## src/rtl/main_ctrl_fsm.sv

```systemverilog
// Sequenced main control for the single-cycle datapath: boot hold, two-cycle loads, halt/illegal trap.
// Optional load-wait counter built only when CTRL_PERF_CNT_EN is defined.
module main_ctrl_fsm #(
   parameter int BOOT_CYCLES = 2,
   parameter int RETIRE_W    = 16
) (
   input  logic                clk,
   input  logic                reset,
   input  logic [5:0]          OpCode,
   output logic                RegDst,
   output logic                AluSrc,
   output logic                MemtoReg,
   output logic                RegWrite,
   output logic                MemRead,
   output logic                MemWrite,
   output logic                Branch,
   output logic                Jump,
   output logic [3:0]          ALUOp,
   output logic                PCWrite,
   output logic                Halted,
   output logic                IllegalOp,
   output logic [RETIRE_W-1:0] RetireCount,
   output logic [RETIRE_W-1:0] StallCount
);

   localparam logic [1:0] ST_BOOT    = 2'd0;
   localparam logic [1:0] ST_EXEC    = 2'd1;
   localparam logic [1:0] ST_LOAD_WB = 2'd2;
   localparam logic [1:0] ST_HALT    = 2'd3;

   localparam logic [5:0] OP_RTYPE = 6'b000000;
   localparam logic [5:0] OP_LW    = 6'b100011;
   localparam logic [5:0] OP_SW    = 6'b101011;
   localparam logic [5:0] OP_BEQ   = 6'b000100;
   localparam logic [5:0] OP_J     = 6'b000010;
   localparam logic [5:0] OP_ADDI  = 6'b001000;
   localparam logic [5:0] OP_ANDI  = 6'b001100;
   localparam logic [5:0] OP_ORI   = 6'b001101;
   localparam logic [5:0] OP_SLTI  = 6'b001010;
   localparam logic [5:0] OP_HALT  = 6'b111111;

   localparam logic [3:0] BOOT_LAST = 4'(BOOT_CYCLES - 1);

   logic [1:0] state;
   logic [1:0] next_state;
   logic [3:0] boot_cnt;
   logic       set_halt;
   logic       set_illegal;

   always_comb begin
      RegDst      = 1'b0;
      AluSrc      = 1'b0;
      MemtoReg    = 1'b0;
      RegWrite    = 1'b0;
      MemRead     = 1'b0;
      MemWrite    = 1'b0;
      Branch      = 1'b0;
      Jump        = 1'b0;
      ALUOp       = 4'b0000;
      PCWrite     = 1'b0;
      next_state  = state;
      set_halt    = 1'b0;
      set_illegal = 1'b0;
      case (state)
         ST_BOOT: begin
            if (boot_cnt == BOOT_LAST) next_state = ST_EXEC;
         end
         ST_EXEC: begin
            PCWrite = 1'b1;
            case (OpCode)
               OP_RTYPE: begin RegDst = 1'b1; RegWrite = 1'b1; ALUOp = 4'b0010; end
               OP_LW: begin
                  // PC held so the synchronous read data is ready next cycle.
                  AluSrc     = 1'b1;
                  MemRead    = 1'b1;
                  PCWrite    = 1'b0;
                  next_state = ST_LOAD_WB;
               end
               OP_SW:   begin AluSrc = 1'b1; MemWrite = 1'b1; end
               OP_BEQ:  begin Branch = 1'b1; ALUOp = 4'b0001; end
               OP_J:    Jump = 1'b1;
               OP_ADDI: begin AluSrc = 1'b1; RegWrite = 1'b1; end
               OP_ANDI: begin AluSrc = 1'b1; RegWrite = 1'b1; ALUOp = 4'b0011; end
               OP_ORI:  begin AluSrc = 1'b1; RegWrite = 1'b1; ALUOp = 4'b0100; end
               OP_SLTI: begin AluSrc = 1'b1; RegWrite = 1'b1; ALUOp = 4'b0101; end
               OP_HALT: begin
                  PCWrite    = 1'b0;
                  next_state = ST_HALT;
                  set_halt   = 1'b1;
               end
               default: begin
                  PCWrite     = 1'b0;
                  next_state  = ST_HALT;
                  set_halt    = 1'b1;
                  set_illegal = 1'b1;
               end
            endcase
         end
         ST_LOAD_WB: begin
            AluSrc     = 1'b1;
            MemRead    = 1'b1;
            MemtoReg   = 1'b1;
            RegWrite   = 1'b1;
            PCWrite    = 1'b1;
            next_state = ST_EXEC;
         end
         default: ;
      endcase
      if (reset) begin
         RegDst   = 1'b0;
         AluSrc   = 1'b0;
         MemtoReg = 1'b0;
         RegWrite = 1'b0;
         MemRead  = 1'b0;
         MemWrite = 1'b0;
         Branch   = 1'b0;
         Jump     = 1'b0;
         ALUOp    = 4'b0000;
         PCWrite  = 1'b0;
      end
   end

   always_ff @(posedge clk) begin
      if (reset) begin
         state       <= ST_BOOT;
         boot_cnt    <= 4'd0;
         RetireCount <= '0;
         Halted      <= 1'b0;
         IllegalOp   <= 1'b0;
      end else begin
         state <= next_state;
         if (state == ST_BOOT) boot_cnt <= boot_cnt + 4'd1;
         if (PCWrite) RetireCount <= RetireCount + RETIRE_W'(1);
         if (set_halt) Halted <= 1'b1;
         if (set_illegal) IllegalOp <= 1'b1;
      end
   end

`ifdef CTRL_PERF_CNT_EN
   always_ff @(posedge clk) begin
      if (reset) StallCount <= '0;
      else if (state == ST_EXEC && OpCode == OP_LW) StallCount <= StallCount + RETIRE_W'(1);
   end
`else
   assign StallCount = '0;
`endif

endmodule

```

## config.mk

```make
export PLATFORM = sky130hd
export DESIGN_NAME = main_ctrl_fsm
export DESIGN_NICKNAME = d
export VERILOG_FILES = /design/src/rtl/main_ctrl_fsm.sv
export SDC_FILE = /design/constraint.sdc
export NUM_CORES = 1
export LEC_CHECK = 0
export BUFFER_PORTS_ARGS = -buffer_cell sky130_fd_sc_hd__buf_2
export CAP_MARGIN = 20
export CORE_MARGIN = 3
export CORE_UTILIZATION = 30
export CTS_CLUSTER_DIAMETER = 30
export DETAILED_ROUTE_END_ITERATION = 10
export SLEW_MARGIN = 20
export SYNTH_ARGS = -nofsm -noshare
export SYNTH_HDL_FRONTEND = slang
export SYNTH_SLANG_ARGS = --single-unit
export TNS_END_PERCENT = 5
```

## constraint.sdc

```tcl
create_clock -name clk -period 3.05 [get_ports clk]
set_input_delay 0 -clock clk [delete_from_list [all_inputs] [get_ports clk]]
set_output_delay 0 -clock clk [all_outputs]
set_load 0.005 [all_outputs]
```

**Word-level counts from Yosys, hierarchy flattened**

Cells that the tools add are included.

- Register bits: 24
- Input port bits: 8

- Add/subtract/negate cells: 2
- Equal/unequal tests: 14
- Multiplexer cells: 36
- Reductions and logical operators: 9

Operators with widths:

| operator | number |
|---|---|
| 1-bit two-way mux | 26 |
| 6-bit by 4-bit == test with 1-bit output (second input constant) | 4 |
| 6-bit == test (second input constant) | 3 |
| 16-bit by 1-bit adder with 16-bit output (second input constant) | 1 |
| 3-bit case mux with 5 select lines | 1 |
| 10-bit OR reduction | 1 |
| 9-bit OR reduction | 1 |
| 1-bit case mux with 2 select lines | 4 |
| 8-bit OR reduction | 1 |
| 6-bit by 2-bit == test with 1-bit output (second input constant) | 1 |
| 6-bit by 3-bit == test with 1-bit output (second input constant) | 1 |
| 6-bit zero test | 1 |
| 2-bit case mux with 3 select lines | 1 |
| 6-bit OR reduction | 1 |
| 5-bit OR reduction | 1 |
| 4-bit by 1-bit adder with 4-bit output (second input constant) | 1 |
| 4-bit by 1-bit == test with 1-bit output (second input constant) | 1 |
| 4-bit two-way mux | 1 |
| 2-bit inequality test (second input constant) | 2 |
| 2-bit case mux with 2 select lines | 1 |
| 3-bit two-way mux | 1 |
| 3-bit AND reduction | 1 |
| 3-bit nonzero test | 1 |
| 2-bit by 1-bit == test with 1-bit output (second input constant) | 1 |
| 3 further kinds | 3 |

**Depth between registers and ports, before layout**

Gate-level depths: netlist of run 1.

- Depth in word-level cells: 5
- Depth in mapped cells: 8
- Gate-level depth less buffers: 7

**Worst setup path before layout of run 1**

OpenSTA, ideal clock, no wires.

- Kind: register to register
- Start point: register state[1]
- End point: register RetireCount[10]
- Data arrival time: 2.077 ns
- Slack: 0.902 ns
- Path buffers: 0
- Setup time: 0.070 ns
- Cell stages (with the launch flop): 8
- Required time: 2.980 ns
- Cells stage by stage: dfxtp_1 -> inv_1 -> ha_1 -> or3b_4 -> a211oi_4 -> o21ai_2 -> or4_1 -> a21oi_1

- Cells in the longest elaborated chain, start to end: 3

Ends and longest elaborated chain:

| item | RTL line | source |
|---|---|---|
| start, declared | 44 | `logic [1:0] state;` |
| start signal, assigned | 131 | `state <= next_state;` |
| 2-bit == test or 2-bit by 1-bit == test with 1-bit output (tied branches) | 64 | `case (state)` |
| 1-bit case mux with 2 select lines * | 64 |  |
| 1-bit two-way mux * | 109 | `if (reset) begin` |
| end signal, assigned | 133 | `if (PCWrite) RetireCount <= RetireCount + RETIRE_W'(1);` |
| end, declared | 22 | `output logic [RETIRE_W-1:0] RetireCount,` |

Every way passes the cells marked *; elsewhere a longest branch is shown, timed or not.
A chain may end at the register's enable or synchronous reset.

**Final worst setup path of run 1**

- Start point: register state[1]
- End point: register RetireCount[15]

The elaborated chain is that of the path after synthesis.

==> results of run 1 <==
layout by cell type (no fill, tap or decap), types with 2 or more instances in the layout:
| cell type | instances |
|---|---|
| o211ai_1 | 2 |
| nor3b_1 | 2 |
| o31ai_1 | 2 |
| o21ai_0 | 9 |
| dfxtp_1 | 24 |
| nand4_1 | 4 |
| o21a_1 | 2 |
| mux2i_1 | 3 |
| conb_1 | 17 |
| o21ai_2 | 2 |
| nor2b_1 | 2 |
| nor3_1 | 7 |
| nand3_1 | 2 |
| o21bai_1 | 2 |
| a211oi_1 | 2 |
| o22ai_1 | 2 |
| nand2b_1 | 5 |
| or3_1 | 6 |
| xor2_1 | 8 |
| nor2_1 | 19 |
| or4_1 | 3 |
| o31a_1 | 2 |
| and3_1 | 3 |
| a21oi_1 | 14 |
| ha_1 | 7 |
| nand2_1 | 9 |
| inv_1 | 10 |
| buf_2 | 37 |
| nor4_1 | 2 |
| and2_1 | 2 |
| clkbuf_8 | 4 |
worst min path at each step:
stage | slack (ns) | endpoint | cells past startpoint | startpoint
final | 0.12 | state[1]$_SDFFE_PP0P_ | 3 | OpCode[4]
after global routing | 0.14 | state[1]$_SDFFE_PP0P_ | 3 | OpCode[4]
after CTS | 0.12 | Halted$_SDFFE_PP0P_ | 3 | OpCode[4]
after detailed placement | 0.38 | ALUOp[1] | 3 | OpCode[1]
after global placement | 0.35 | state[1]$_SDFFE_PP0P_ | 3 | OpCode[4]
after floorplan | 0.17 | state[1]$_SDFFE_PP0P_ | 2 | OpCode[4]
state kept, by name, indices dropped and copies added (netlist names):
register / count
RetireCount: 16
boot_cnt: 4
state: 2
Halted: 1
IllegalOp: 1
critical path, stage by stage (launching register included):
cell and delay (ns):
dfxtp_1 0.35, inv_1 0.09, ha_1 0.25, or3b_4 0.44, a211oi_4 0.36, o21ai_2 0.23, or4_1 0.51, a21oi_1 0.14
synth_stat cells (all sizes together):
master,instances,share of area (%)
a21oi,14,4.3
clkbuf,5,1.2
ha,7,5.4
buf,20,9.1
mux2i,3,1.9
o22ai,2,0.77
conb,1,0.23
o21bai,2,0.92
nor4,2,0.77
and3b,1,0.54
nand3,2,0.62
dfxtp,24,30
xnor2,1,0.54
or3b,2,1.2
and2,2,0.77
or4,3,1.4
o31a,2,1.1
o21a,2,0.92
o211ai,2,0.92
nand4,4,1.5
o21ai,11,3.9
o31ai,3,2.2
a211oi,3,2.2
inv,10,2.3
nor4b,1,0.54
nand3b,1,0.46
nand4b,1,0.54
o22a,1,0.54
xor2,8,4.3
and3,3,1.2
nand2,9,2.1
or2,1,0.39
a31oi,1,0.39
nor3,7,2.2
nor2,19,4.4
or3,7,2.8
nor3b,2,0.92
a221oi,1,0.54
nand2b,5,1.9
nor2b,2,0.77
o21ba,2,1.2
a21bo,1,0.62
kinds of logic (layout without fill, tap and decap cells):
group,Yosys count,in the layout
multiplexers,3,3
AO/OA/AOI/OAI,47,47
flip-flops,24,24
XOR/XNOR,9,9
other,1,17
adder cells (fa/ha/maj),7,7
buffers and inverters,35,51
AND/OR/NAND/NOR,74,74
where the power goes:
group	internal [mW]	total, mW	switching [mW]
logic	0.124	0.291	0.167
clock network	0.115	0.218	0.102
registers	0.350	0.382	0.0321
per-layer routing:
| layer | global-route usage (%) | vias to the layer above | routed length [um] | share of wire (%) |
|---|---|---|---|---|
| met3 | 1.69 | 5 | 227 | 6.5 |
| li1 | - | 740 | - | - |
| met1 | 14.9 | 668 | 1650 | 48 |
| met5 | 0 | - | 0 | 0 |
| met4 | 6.19 | 0 | 70 | 2.0 |
| met2 | 17.4 | 59 | 1530 | 44 |
layout make-up:
class	count	area [um2]
Tap cell	70	87.6
Multi-Input combinational cell	157	998
Clock buffer	4	55.1
Sequential cell	24	480
Fill cell	559	3330
Inverter	10	37.5
Timing Repair Buffer	37	185
==> reports/qor.csv, run 1 <==
metric,value,unit
post-place-ws,0.612,ns
syn_area,1620,um2
postCtsHoldBufs,0,
finClkSkew,0.00410,ns
area_growth,13.6,%
ctsRootBufferMaster,clkbuf_8,
hold_ws,0.125,ns
grt_pass1_vias,1308,
postCtsSetupBuffers,0,
finalHoldViolCount,0,
synthMuxAreaShare,1.85,%
fin_util,35.7,%
initial_core_util,31.4,%
cts.htree.levels,1,
overflow,0,
maxCapViolCount,0,
finalMaxSlewViolations,0,
reg2reg_slack,0.61,ns
num_io_pins,55,
die_x,79.6,um
core-area,5170,um2
cts.path.max_buffers,2,
place_inst,298,
status,finished clean,
tns,0,ns
reg2reg_depth,7,
placed_area,1790,um2
grt_start_max_net_pins,31,
power.density,483,nW/um2
synth-seq-cells,24,
grt_use_total,11.3,%
r2r_start,state[1]$_SDFFE_PP0P_,
p_total,0.891,mW
synth-simple-area-share,25.0,%
firstDrtPassIters,4,
wire_per_inst,11.5,um
r2r_end,RetireCount[15]$_SDFFE_PP0P_,
relSlewSlack,65.2,%
fin_cells,302,
clkTransAtPathRegs,0.08,ns
synth_compound_area_share,20.5,%
netlist_instances,200,
drc,0,
cts_resized,0,
postRouteAntennaNets,0,
synth_top_family_by_area,simple AND/OR/NAND/NOR gates,
post_synth_num_cell_types,51,
critPathCaptureType,register,
cts_tree,yes,
port_buffers,37,
tightest_slew,0.523,ns
grt_setup_unrepaired,no,
finalWorstSetupSlack,0.609,ns
final_cell_area,1840,um2
die_area,6330,um2
dp_hpwl,2600,um
seq_area_frac_synth,29.6,%
drive_above_1_share,22.0,%
wl,3470,um
gp_congestion,0.885,
antennaDiodeCount,0,
yosys_warnings,0,
finalCritPeriodShare,80.0,%
synth_area_per_cell,8.11,um2
leakage,0.788,nW
synth_fa_ha_area_share,5.40,%
fin_nets,248,
irDropWorstVdd,202,uV
grt_pass1_wl,5820,um
cts_buffers,3,
placement_rows,26,
antenna_found_initial,0,
worstPathRequired,3.26,ns
criticalPathCategory,reg2reg,
cp-endpoint,RetireCount[15]$_SDFFE_PP0P_,
cp_max_fo,13,
finalSetupViolations,0,
clock_sinks,24,
clock_latency,0.27,ns
die_height,79.6,um
fmax,410,MHz
vias_per_cell,4.87,
synth-xor-area-share,4.86,%
post-route-min-period,2.44,ns
crit_start,state[1]$_SDFFE_PP0P_,
min_path_type,in2reg,
startpoint_type,register,
vias,1472,
crit_arrival,2.65,ns
first_iter_violations,78,
Note: power is estimated with default switching activity, not from simulation.
==> run 2: changes to the inputs <==
--- a/config.mk
+++ b/config.mk
@@ -5,6 +5,7 @@
 export SDC_FILE = /design/constraint.sdc
 export NUM_CORES = 1
 export LEC_CHECK = 0
+export ABC_AREA = 1
 export BUFFER_PORTS_ARGS = -buffer_cell sky130_fd_sc_hd__buf_2
 export CAP_MARGIN = 20
 export CORE_MARGIN = 3
==> constraint.sdc (replaced) <==
create_clock -name clk -period 2 [get_ports clk]
set_input_delay 0 -clock clk [delete_from_list [all_inputs] [get_ports clk]]
set_output_delay 0 -clock clk [all_outputs]
set_load 0.005 [all_outputs]
==> run 2 against run 1 <==
- cell area is 14% higher
- sequential share of layout area fell by 3.1 points
- power rose by 59%
- clock-buffer cell count down 1
- die area grew 15%
- sequential power is 51% higher
- core utilization fell by 0.85 points
- critical path type is now reg2out
- routed wire length increased by 19%
- setup slack worse by 0.38 ns
- clock power grew 30%
- clock skew is 0.0030 ns higher
- area after synthesis grew 17%
==> reports/qor.csv, run 2 <==
metric,value,unit
finalSetupViolations,0,
cts_buffers,3,
seq_area_frac_synth,25.3,%
netlist_instances,260,
critPathTopFamily,buffers and inverters,
finalMaxSlewViolations,0,
placed_area,2060,um2
clock_latency,0.27,ns
startpoint_type,register,
top_regs,"RetireCount: 16 flops, boot_cnt: 4 flops, state: 2 flops",
yosys.area.top_type,dfxtp_1,
largest_reg_flops,16,
post-route-min-period,1.77,ns
yosys_warnings,0,
die_x,85.5,um
worstPathRequired,2.00,ns
firstDrtPassIters,4,
dp_hpwl,3280,um
async_reset_ff_share,0,%
drive_above_1_share,29.6,%
drc,0,
top_register,RetireCount,
holdPathEnd,RetireCount[0]$_SDFFE_PP0P_,
vias_per_cell,4.47,
synth_common_cells,"nand2_1, nor2_1, dfxtp_1, inv_1, nand3_1",
final_cell_area,2100,um2
cp_max_fo,15,
ys.flop_type,dfxtp_1,
reg2reg_depth,8,
synth_edf_count,0,
ctsRootBufferMaster,clkbuf_8,
finalHoldViolCount,0,
grt_pass1_wl,7020,um
antennaDiodeCount,0,
grt_start_max_net_pins,20,
core-area,6030,um2
fin_util,34.8,%
placement_rows,28,
gp_congestion,0.786,
synth.most_common_cell,nand2_1,
die_area,7310,um2
min_path_type,in2reg,
fin_cells,372,
postCtsHoldBufs,0,
initial_core_util,31.5,%
crit_arrival,1.77,ns
holdPathStages,4,
fmax,566,MHz
synth_top_area_share,25.3,%
reg2reg_slack,0.32,ns
vias,1662,
slowest_delay,0.37,ns
finClkSkew,0.00708,ns
synth-seq-cells,24,
cts_tree,yes,
postCtsSetupBuffers,0,
first_iter_violations,93,
syn_area,1900,um2
fin_nets,314,
crit_chain,"inv_1, ha_1, nand2_1, inv_1, nand2_8, inv_1, buf_2",
r2r_start,RetireCount[0]$_SDFFE_PP0P_,
r2r_end,RetireCount[10]$_SDFFE_PP0P_,
area_growth,10.6,%
cts.path.max_buffers,2,
port_buffers,37,
worst_path_most_repeated_cell,inv_1,
synth.area.top_cells,"dfxtp_1, nand2_1, buf_4, nor2_1, nand3_1",
overflow,0,
finalCritPeriodShare,88.3,%
place_inst,369,
die_height,85.5,um
criticalPathCategory,reg2out,
critPathCaptureType,output port,
wire_per_inst,11.1,um
grt_pass1_vias,1554,
tns,0,ns
crit_slowest_cell,dfxtp_1,
post_synth_num_cell_types,28,
clkTransAtPathRegs,0.08,ns
status,finished clean,
antenna_found_initial,0,
num_io_pins,55,
grt_setup_unrepaired,no,
clock_sinks,24,
postRouteAntennaNets,0,
synth_area_per_cell,7.29,um2
maxCapViolCount,0,
leakage,0.941,nW
p_total,1.42,mW
cts_resized,0,
grt_use_total,11.4,%
wl,4140,um
fillers,661,
final_cell_mix,"nand2_1, buf_2, nor2_1",
irDropWorstVdd,309,uV
path_buf_inv,4,
power.density,677,nW/um2
layout_commonest_cell,nand2_1,
hp-start,reset,
cts.htree.levels,1,
[run 2: worst max path at each step]
stage,cells after the start,start,endpoint
CTS,7,state[1]$_SDFFE_PP0P_,PCWrite
finish,7,state[1]$_SDFFE_PP0P_,PCWrite
floorplan,7,state[0]$_SDFFE_PP0P_,RetireCount[10]$_SDFFE_PP0P_
global route,7,state[1]$_SDFFE_PP0P_,PCWrite
global placement,8,RetireCount[0]$_SDFFE_PP0P_,RetireCount[10]$_SDFFE_PP0P_
detailed placement,8,RetireCount[0]$_SDFFE_PP0P_,RetireCount[10]$_SDFFE_PP0P_
[run 2: stage by stage]
step	hold slack [ns]	worst slack, ns
after floorplan	0.103	0.482
after global placement	0.372	0.360
after detailed placement	0.371	0.331
after CTS	0.102	0.207
after global routing	0.118	0.0488
final	0.116	0.233
[run 2: layout make-up]
class / instances / area (um2) / share of cell area, %
well taps: 75 / 93.8 / 4.47
repair buffers: 40 / 208 / 9.90
flip-flops and latches: 24 / 480 / 22.9
inverters: 27 / 101 / 4.83
clock buffers: 3 / 41.3 / 1.97
multi-input cells: 203 / 1170 / 55.9
[run 2: worst register-to-register path: cells and delay by family (launching register included)]
family | cells | cell delay, ns
AND/OR/NAND/NOR | 5 | 0.69
flip-flops | 1 | 0.43
adder cells (fa/ha/maj) | 1 | 0.24
XOR/XNOR | 1 | 0.15
AO/OA/AOI/OAI | 1 | 0.14
[run 2: logic make-up after synthesis]
group	share of synthesized area, %
adders and majority gates	4.62
other	0.198
xor gates and xnor gates	5.54
buffers and inverters	16.0
and+or+nand+nor	37.8
AOI/OAI and AO/OA	10.6
DFF	25.3
[run 2: metal layers]
| metal | vias up | global-route usage [%] | part of all wire, % |
|---|---|---|---|
| met1 | 757 | 15.4 | 49 |
| met4 | 0 | 1.73 | 0.60 |
| met5 | - | 0 | 0 |
| li1 | 871 | - | - |
| met3 | 4 | 2.31 | 3.6 |
| met2 | 30 | 19.2 | 47 |
[run 2: where the power goes]
group	leakage, nW	switching [mW]	internal (mW)	total [mW]
clock network	0.0216	0.149	0.135	0.283
registers	0.195	0.0444	0.532	0.576
logic	0.725	0.377	0.183	0.560
total	0.941	0.570	0.850	1.42
==> run 3: changes to the inputs <==
--- a/config.mk
+++ b/config.mk
@@ -5,10 +5,8 @@
 export SDC_FILE = /design/constraint.sdc
 export NUM_CORES = 1
 export LEC_CHECK = 0
-export ABC_AREA = 1
 export BUFFER_PORTS_ARGS = -buffer_cell sky130_fd_sc_hd__buf_2
 export CAP_MARGIN = 20
-export CORE_MARGIN = 3
 export CORE_UTILIZATION = 30
 export CTS_CLUSTER_DIAMETER = 30
 export DETAILED_ROUTE_END_ITERATION = 10
==> run 3 against run 2 <==
- the flow now finishes with violations (setup timing)
- clock-buffer cell count rose by 1
- critical path depth unchanged
- core utilization increased by 4.2 points
- routed wire length down 16%
- clock skew barely moved
- register-to-register slack worse by 0.35 ns
- sequential share of layout area rose by 1.2 points
- power increased by 9.0%
==> reports/qor.csv, run 3 (synthesis results as in run 1) <==
metric,value,unit
fin_nets,264,
largest_reg_flops,16,
top_register,RetireCount,
cp_max_fo,5,
crit_slowest_cell,or3b_4,
met1_usage,17.4,%
r2r_end,RetireCount[11]$_SDFFE_PP0P_,
met3_usage,1.72,%
wl,3470,um
cts_buffers,3,
startpoint_type,register,
relSlewSlack,63.9,%
wire_per_inst,10.9,um
placement_rows,26,
fmax,485,MHz
finClkSkew,0.00673,ns
drive_above_1_share,30.2,%
final_cell_mix,"buf_2, dfxtp_1, nor2_1",
cts.htree.levels,1,
maxCapViolCount,0,
use_met2,21.3,%
firstDrtPassIters,4,
fillers,536,
finalMaxSlewViolations,0,
dp_hpwl,2590,um
crit_chain,"inv_4, ha_4, or3b_4, buf_6, or3_4, nor4b_2, buf_2",
antennaDiodeCount,0,
violations,setup timing,
reg2reg_depth,8,
worstPathRequired,2.00,ns
top_regs,"RetireCount: 16 flops, boot_cnt: 4 flops, state: 2 flops",
grt_start_max_net_pins,31,
finalWorstSetupSlack,-0.0617,ns
overflow,0,
vias,1491,
reg2reg_slack,-0.03,ns
min_path_type,in2reg,
port_buffers,37,
post-route-min-period,2.06,ns
holdPathEnd,Halted$_SDFFE_PP0P_,
finalHoldViolCount,0,
cts_tree,yes,
irDropWorstVdd,316,uV
initial_core_util,31.4,%
grt_pass1_vias,1309,
layout_commonest_cell,buf_2,
place_inst,313,
cts.path.max_buffers,2,
grt_use_total,13.0,%
top_usage_layer,met2,
fin_cells,318,
crit_arrival,2.06,ns
finalSetupViolations,9,
leakage,0.873,nW
status,finished with violations,
tightest_slew,0.542,ns
clock_sinks,24,
die_height,75.6,um
num_io_pins,55,
clkTransAtPathRegs,0.09,ns
hp-start,OpCode[4],
core-area,5170,um2
ctsRootBufferMaster,clkbuf_8,
slowest_delay,0.40,ns
fin_util,39.0,%
holdPathStages,3,
first_iter_violations,76,
antenna_found_initial,0,
die_x,75.6,um
gp_congestion,0.818,
drc,0,
critPathCaptureType,output port,
r2r_start,state[0]$_SDFFE_PP0P_,
postRouteAntennaNets,0,
power.density,768,nW/um2
finalCritPeriodShare,103,%
criticalPathCategory,reg2out,
vias_per_cell,4.69,
grt_pass1_wl,5780,um
clock_latency,0.27,ns
die_area,5710,um2
area_growth,24.2,%
grt_setup_unrepaired,yes,
==> run 3: cell types whose count changed in the layout (fill, tap and decap cells not counted), sizes merged, moves of 3 or more <==
cell,before,now
nand3,30,2
or3,0,7
a21oi,27,14
inv,27,10
mux2i,0,3
nor2,35,19
nand2,59,9
nand2b,0,5
or4,0,3
o21ai,4,11
buf,40,53
o31ai,0,3
a211oi,0,3
==> run 3: worst max-delay path by stage <==
stage	startpoint	endpoint	slack [ns]	cells past startpoint
after floorplan	state[1]$_SDFFE_PP0P_	RetireCount[10]$_SDFFE_PP0P_	-0.0006	7
after global placement	state[1]$_SDFFE_PP0P_	RetireCount[7]$_SDFFE_PP0P_	-0.02	8
after detailed placement	state[1]$_SDFFE_PP0P_	RetireCount[7]$_SDFFE_PP0P_	-0.05	8
after CTS	state[1]$_SDFFE_PP0P_	Branch	-0.12	7
after global routing	state[0]$_SDFFE_PP0P_	RetireCount[9]$_SDFFE_PP0P_	-0.18	8
final	state[1]$_SDFFE_PP0P_	Branch	-0.06	7
==> run 3: what timing repair did <==
| action | in CTS | in global routing |
|---|---|---|
| hold buffers | 0 | 0 |
| setup buffers | 1 | 0 |
| hold endpoints to repair | 0 | 0 |
| gates resized for setup | 5 | 1 |
| pin swaps | 2 | 1 |
| setup endpoints to repair | 13 | 15 |
==> run 3: routing by layer <==
metal	routed length, um	share of wire, %
met5	0	0
met1	1730	50
met4	46	1.3
met2	1540	44
met3	154	4.4
==> run 3: final cells by class <==
cell class	instances	area, um2	share of cell area (%)
clock buffer	4	55.1	2.73
inverter	10	40.0	1.99
multi-input combinational	157	1040	51.5
sequential	24	485	24.1
tap	70	87.6	4.35
timing repair buffer	53	309	15.3
==> run 3: per-stage QoR <==
stage / hold WS [ns] / total power [mW] / setup TNS, ns / setup WS, ns / instance area, um2
floorplan: 0.170 / 1.00 / -0.000642 / -0.000642 / 1710
finish: 0.0907 / 1.55 / -0.230 / -0.0617 / 2020
global route: 0.141 / 1.67 / -1.58 / -0.178 / 2020
CTS: 0.0873 / 1.56 / -0.398 / -0.116 / 2010
detailed placement: 0.365 / 1.20 / -0.281 / -0.0499 / 1930
global placement: 0.361 / 1.20 / -0.0678 / -0.0177 / 1930
==> run 3: power breakdown <==
| group | total, mW | switching [mW] | internal, mW |
|---|---|---|---|
| Clock | 0.332 | 0.156 | 0.176 |
| Combinational | 0.621 | 0.297 | 0.324 |
| Sequential | 0.595 | 0.0536 | 0.541 |
==> run 3: worst max-delay path: cells and delay by family, from the launching register on <==
kind / cells / cell delay (ns)
simple gates: 3 / 0.98
buf+inv: 3 / 0.35
flops: 1 / 0.34
fa+ha+maj: 1 / 0.13
